## src/rtl/multi_queue_fifo.sv

```systemverilog
// NUM_Q independent FIFO queues sharing one storage array, with one write and one read port.
// Define MQ_FIFO_LEVEL_EN to add the `level` occupancy output for the queue selected by rd_q.
module multi_queue_fifo #(
    parameter  int DATA_WIDTH   = 32,
    parameter  int Q_DEPTH_BITS = 3,
    parameter  int NUM_Q        = 4,
    localparam int QSEL_W       = (NUM_Q > 1) ? $clog2(NUM_Q) : 1
) (
    input  logic                    clk,
    input  logic                    reset,
    input  logic [QSEL_W-1:0]       wr_q,
    input  logic [DATA_WIDTH-1:0]   write_data,
    input  logic                    wrtEn,
    input  logic [QSEL_W-1:0]       rd_q,
    input  logic                    rdEn,
    input  logic                    peek,
    output logic [DATA_WIDTH-1:0]   read_data,
    output logic                    valid,
    output logic [QSEL_W-1:0]       valid_q,
    output logic [NUM_Q-1:0]        full,
    output logic [NUM_Q-1:0]        empty,
    output logic                    wr_drop
`ifdef MQ_FIFO_LEVEL_EN
    ,
    output logic [Q_DEPTH_BITS:0]   level
`endif
);

    localparam int PTR_W = Q_DEPTH_BITS + 1;
    localparam int DEPTH = 1 << Q_DEPTH_BITS;

    logic [DATA_WIDTH-1:0]   mem    [NUM_Q][DEPTH];
    logic [PTR_W-1:0]        wr_ptr [NUM_Q];
    logic [PTR_W-1:0]        rd_ptr [NUM_Q];

    logic                    wr_in_range, rd_in_range;
    logic                    wr_sel_full, rd_sel_empty;
    logic                    rd_accept, pop, wr_accept;
    logic [Q_DEPTH_BITS-1:0] wr_slot, rd_slot;

    // The extra pointer MSB separates full from empty when the slot bits match.
    always_comb begin
        for (int q = 0; q < NUM_Q; q++) begin
            empty[q] = (wr_ptr[q] == rd_ptr[q]);
            full[q]  = ((wr_ptr[q] ^ rd_ptr[q]) == PTR_W'(DEPTH));
        end
    end

    always_comb begin
        wr_in_range  = (32'(wr_q) < NUM_Q);
        rd_in_range  = (32'(rd_q) < NUM_Q);
        wr_sel_full  = wr_in_range ? full[wr_q]  : 1'b1;
        rd_sel_empty = rd_in_range ? empty[rd_q] : 1'b1;
        wr_slot      = Q_DEPTH_BITS'(wr_ptr[wr_q]);
        rd_slot      = Q_DEPTH_BITS'(rd_ptr[rd_q]);
        // Emptiness is judged before this cycle's write, so a write never feeds a same-cycle read.
        rd_accept    = (rdEn || peek) && !rd_sel_empty;
        pop          = rd_accept && rdEn;
        wr_accept    = wrtEn && wr_in_range && (!wr_sel_full || (pop && (rd_q == wr_q)));
    end

    // NOTE: storage has no reset; the pointers alone define which entries are live.
    always_ff @(posedge clk) begin
        if (wr_accept) begin
            mem[wr_q][wr_slot] <= write_data;
        end
    end

    // NOTE: sequential state uses non-blocking assignments so every read sees pre-edge values,
    // which lets a pop on a full queue return the old head while the same slot is rewritten.
    always_ff @(posedge clk) begin
        if (!reset) begin
            for (int q = 0; q < NUM_Q; q++) begin
                wr_ptr[q] <= '0;
                rd_ptr[q] <= '0;
            end
            read_data <= '0;
            valid     <= 1'b0;
            valid_q   <= '0;
            wr_drop   <= 1'b0;
        end else begin
            if (wr_accept) begin
                wr_ptr[wr_q] <= wr_ptr[wr_q] + PTR_W'(1);
            end
            if (pop) begin
                rd_ptr[rd_q] <= rd_ptr[rd_q] + PTR_W'(1);
            end
            valid <= rd_accept;
            if (rd_accept) begin
                read_data <= mem[rd_q][rd_slot];
                valid_q   <= rd_q;
            end
            wr_drop <= wrtEn && !wr_accept;
        end
    end

`ifdef MQ_FIFO_LEVEL_EN
    assign level = rd_in_range ? (wr_ptr[rd_q] - rd_ptr[rd_q]) : '0;
`endif

endmodule
```

## config.mk

```make
export PLATFORM = sky130hd
export DESIGN_NAME = multi_queue_fifo
export DESIGN_NICKNAME = d
export VERILOG_FILES = /design/src/rtl/multi_queue_fifo.sv
export SDC_FILE = /design/constraint.sdc
export NUM_CORES = 1
export LEC_CHECK = 0
export ABC_CLOCK_PERIOD_IN_PS = 8350
export CAP_MARGIN = 20
export CORE_MARGIN = 4
export CORE_UTILIZATION = 50
export CTS_BUF_LIST = sky130_fd_sc_hd__clkbuf_16
export CTS_CLUSTER_DIAMETER = 50
export DETAILED_ROUTE_END_ITERATION = 7
export MAX_ROUTING_LAYER = met4
export PLACE_DENSITY = 0.67
export SYNTH_ARGS = -nofsm -noshare
export SYNTH_HDL_FRONTEND = slang
export SYNTH_SLANG_ARGS = --single-unit
```

## constraint.sdc

```tcl
create_clock -name clk -period 8.35 [get_ports clk]
set_clock_uncertainty 0.15 [all_clocks]
set_input_delay 0.835 -clock clk [delete_from_list [all_inputs] [get_ports clk]]
set_output_delay 0.835 -clock clk [all_outputs]
set_load 0.02 [all_outputs]
```

After elaboration in Yosys (flattened, before gate mapping)
Memory sizes are Yosys's and may differ from the RTL's.
Index checks and enable logic that the tools add are counted.

storage, ports and cells
  flip-flop bits (word level) = 36
  RAM bits = 1056
  output and inout port bits = 44
  logic and storage cells = 65
  memories kept = 3

memory list
  name    depth  bits a word  read ports  clocked after memory_dff  write ports  line  RTL
  mem     4      256          1           0                         1            32    logic [DATA_WIDTH-1:0] mem [NUM_Q][DEPTH];
  rd_ptr  4      4            5           0                         4            34    logic [PTR_W-1:0] rd_ptr [NUM_Q];
  wr_ptr  4      4            5           0                         4            33    logic [PTR_W-1:0] wr_ptr [NUM_Q];

operators by class
  add/subtract/negate cells = 2
  magnitude comparators = 5
  equal/unequal tests = 9
  muxes and demuxes = 23
  bitwise logic cells = 6
  reductions and logical operators = 13

operators with widths
  cell                   number
  $mux W256              1
  $bmux W32 S3           1
  $demux W32 S3          1
  $mux W32               3
  $eq A4 B4 Y1           4
  $eq A4 B4 Y1 const B   4
  $xor A4 B4 Y4          4
  $mux W1                11
  $add A4 B1 Y4 const B  2
  $ge A4 B4 Y1 const B   2
  $mux W4                2
  $not A3 Y4             2
  $reduce_or A4 Y1       2
  $logic_and A1 B1 Y1    6
  $lt A2 B3 Y1 const B   2
  $bmux W1 S2            2
  $lt A4 B1 Y1 const B   1
  $mux W2                2
  $logic_not A1 Y1       3
  $eq A2 B2 Y1           1
  $logic_or A1 B1 Y1     2

Depth between registers and ports, before layout
An unclocked memory read counts as a cell.

  depth after elaboration = 15
  gate-level depth with buffers = 10
  gate-level depth less buffers = 6

Least setup slack after synthesis
OpenSTA, ideal clock, no wires.

  kind = in2reg
  from = input port rd_q[0]
  to = memory mem[2][192] in the netlist's numbering, enable pin
  library setup time = 0.421 ns
  arrival = 3.324 ns
  data required time = 7.779 ns
  path slack = 4.455 ns
  stages = 8
  cell sequence = buf_6 buf_4 buf_2 xnor2_1 and3_1 a21boi_4 buf_4 nor2_1

on the way
  word-level cells in the longest chain between the ends = 10
  elaborated cells on any way between the ends = 11
  classes of those cells = 1 x eq/ne; 4 x mux; 6 x reduce/logical

ends and longest elaborated chain
  element                            line  RTL
  start: declaration                 14    input logic [QSEL_W-1:0] rd_q,
  $bmux W1 S2                        53    rd_sel_empty = rd_in_range ? empty[rd_q] : 1'b1;
  $mux W1 (not written as such)      53
  $logic_not A1 Y1                   57    rd_accept = (rdEn || peek) && !rd_sel_empty;
  $logic_and A1 B1 Y1                57
  $logic_and A1 B1 Y1                58    pop = rd_accept && rdEn;
  $logic_and A1 B1 Y1 *              59    wr_accept = wrtEn && wr_in_range && (!wr_sel_full || (pop && (rd_q == wr_q)));
  $logic_or A1 B1 Y1 *               59
  $logic_and A1 B1 Y1 *              59
  $mux W1 *                          64    if (wr_accept) begin
  $mux W256 (not written as such) *  65    mem[wr_q][wr_slot] <= write_data;
  end: declaration                   32

Every way passes the cells marked *; elsewhere a longest branch is shown, timed or not. The select of a mux whose other input is x is not followed.

==> impl_metrics.py <==
metrics = {
    "critical_path": {
        "cpMaxStageDelayCell": "edfxtp_1",
        "critPathCaptureType": "register",
        "cp.required_ns": 8.48,
        "max_stage_delay_ns": 1.03,
        "path_cells": "xor2_1, nor4_2, mux2i_1, o211a_4, a21boi_4, buf_4, nor2_4",
        "crit_fanout": 78,
        "critPathBufInv": 1,
        "reg2reg_slack_ns": 3.46,
        "worst_ep_arrival_time_ns": 5.02,
        "r2r-end": "mem[2][65]",
        "reg2reg_depth": 7,
        "cp_top_family": "compound AO/OA/AOI/OAI gates",
        "crit_type": "reg2reg",
        "startpoint_type": "register",
        "reg2reg_from": "rd_ptr[0][0]",
    },
    "synth": {
        "syn_nets": 2320,
        "synth-seq-area-share_pct": 75.6,
        "synth_cells": 2277,
        "syn_area_um2": 42900,
        "ys.flop_type": "edfxtp_1",
        "syn_avg_cell_area_um2": 18.8,
        "synthDistinctLibCells": 40,
        "synth_seq_cells": 1092,
        "synth-edff-count": 1056,
        "ys_warn_count": 0,
        "async_reset_ff_share_pct": 0,
    },
    "die": {
        "core_um2": 85100,
        "die_area_um2": 90500,
        "rows": 107,
        "die_y_um": 301,
        "boundaryPins": 85,
        "die_x_um": 301,
        "start_util_pct": 50.4,
    },
    "detailed_routing": {
        "routed_wl_mm": 109,
        "drtIter0Drc": 2824,
        "wl_per_cell_um": 30.3,
        "drtAntennaViolNets": 0,
        "dr.pass1.iters": 5,
        "vias": 22200,
        "drc": 0,
        "via_per_inst": 6.15,
    },
    "grt": {
        "antenna_found_initial": 1,
        "track_usage_pct": 24.8,
        "grt_max_degree": 79,
        "grt_pass1_vias": 21600,
        "grt-ovfl-total": 0,
        "grt_pass1_wl_mm": 155,
    },
    "sta": {
        "tns_ns": 0,
        "period_needed_ns": 4.89,
        "finalSetupViolations": 0,
        "maxSlewHeadroom_pct": 26.8,
        "finalHoldViolations": 0,
        "drv_slew": 0,
        "post-route-period-util_pct": 58.5,
        "rsz0062_at_grt": "no",
        "max_freq_ghz": 0.205,
        "tightestPinTransition_ns": 1.10,
    },
    "hold_path": {
        "hold_class": "reg2reg",
        "holdPathEnd": "valid_q[0]",
        "hold_path_depth": 2,
        "min-delay-start": "valid_q[0]",
    },
    "power": {
        "cellPowerDensity_nw_per_um2": 246,
        "leakage_nw": 15.6,
        "vdd_drop_max_v": 0.000174,
    },
    "final_layout": {
        "drive_gt1_share_pct": 17.2,
        "fin_nets": 2403,
        "fin_util_pct": 56.9,
        "synthToLayoutAreaGrowth_pct": 13.0,
    },
    "clock_tree": {
        "cts_root_buffer": "clkbuf_16",
        "cts_buffer_depth": 3,
        "clkTransAtPathRegs_ns": 0.06,
        "cts.sinks": 1092,
        "cts_setup_buffers": 0,
        "holdBufCountCts": 0,
        "cts-buffers-inserted": 115,
        "cts_tree": "yes",
        "clk_latency_ns": 0.67,
        "cts_resized": 0,
        "cts_max_level": 3,
    },
    "outcome": {
        "outcome": "complete, no violations",
    },
    "run": {
        "max_cap_viol_count": 0,
    },
    "placed_design": {
        "dp_hpwl_mm": 64.5,
        "portBuffers": 84,
        "place_congestion": 0.896,
    },
}
## how the worst max path moves through the flow
stage | from | to | slack [ns] | cells after the start
CTS | rd_ptr[0][0] | mem[2][65] | 3.46 | 7
global placement | rd_q[0] | mem[1][65] | 3.19 | 7
finish | rd_ptr[0][0] | mem[2][65] | 3.46 | 7
floorplan | rd_q[0] | mem[2][192] | 4.46 | 8
detailed placement | rd_q[0] | mem[2][69] | 3.04 | 7
global route | rd_ptr[0][0] | mem[1][233] | 3.25 | 7
## metal layers
layer  vias up  wire (µm)  global-route usage [%]
met5         -          0                       -
met4         0       3580                    7.30
li1       9418          -                       -
met3       179      11300                    5.36
met1     11500      45800                    36.7
met2      1081      48400                    34.9
## final cells by class
cell class	count	area, µm²
Clock inverter	93	652
Timing Repair Buffer	111	980
Clock buffer	119	2980
Multi-Input combinational cell	1037	9990
Inverter	3	11.3
Antenna cell	3	7.51
Sequential cell	1092	32400
Fill cell	6445	36700
Tap cell	1144	1430
## Yosys cell counts (4+ instances only)
cell	n	area share, %
o21ai_0	67	0.78
a21oi_1	66	0.77
and3_1	9	0.13
a22oi_1	128	2.2
nor3_1	4	0.047
edfxtp_1	1056	74
xnor2_1	5	0.10
nor2_1	45	0.39
buf_4	7	0.12
and2_1	12	0.18
a211oi_1	64	1.1
mux2i_1	289	6.7
dfxtp_1	36	1.7
xor2_1	17	0.35
nand3_1	36	0.42
buf_6	11	0.29
mux4_2	137	7.2
nand2_1	78	0.68
nor2b_1	37	0.54
buf_1	10	0.088
buf_2	68	0.79
nor3b_2	10	0.29
clkbuf_1	49	0.43
o21ai_1	4	0.047
nor3_2	6	0.14
## flip-flops by register name, summed over array words and instances (netlist names)
register	count
wr_ptr	16
mem	1024
wr_drop	1
valid	1
valid_q	2
rd_ptr	16
read_data	32
## where the power goes
group	internal (mW)	switching, mW
clock	2.79	2.07
combinational	0.292	0.635
sequential	6.10	0.0559
total	9.18	2.76
## stage by stage
stage | setup WS [ns] | hold slack (ns) | cell area, µm² | std cells | power, mW
floorplan | 4.46 | 0.401 | 42900 | 2277 | 6.76
global placement | 3.19 | 0.341 | 44700 | 3382 | 7.17
detailed placement | 3.04 | 0.344 | 44800 | 3384 | 7.19
CTS | 3.46 | 0.362 | 48400 | 3596 | 12.0
global route | 3.25 | 0.364 | 48500 | 3599 | 12.3
finish | 3.46 | 0.359 | 48500 | 3602 | 11.9
## cell usage in the layout (no fill, tap or decap), types with 23 or more instances in the layout
cell             count
nand3_1             36
clkbuf_16          119
clkinv_2            25
clkdlybuf4s50_1     51
dfxtp_1             36
clkinv_1            24
inv_1               23
edfxtp_1          1056
buf_2               31
nand2_1             78
mux4_2             134
o21ai_0             67
nor2_4              32
a211oi_1            64
nor2b_1             35
a21oi_1             66
mux2i_1            289
a22oi_1            128
## tightest hold or removal path: cells and delay by family (launching register included)
kind | cells | cell delay, ns
AOI/OAI and AO/OA | 1 | 0.07
DFF | 1 | 0.32
and+or+nand+nor | 1 | 0.07
## kinds of logic after synthesis
kind of cell | synth area share [%]
AND/OR/NAND/NOR | 3.11
buffers and inverters | 1.75
XOR/XNOR | 0.449
adder cells (fa/ha/maj) | 0.0583
AO/OA/AOI/OAI | 5.09
flip-flops | 75.6
multiplexers | 13.9
(Power assumes the default switching activity.)
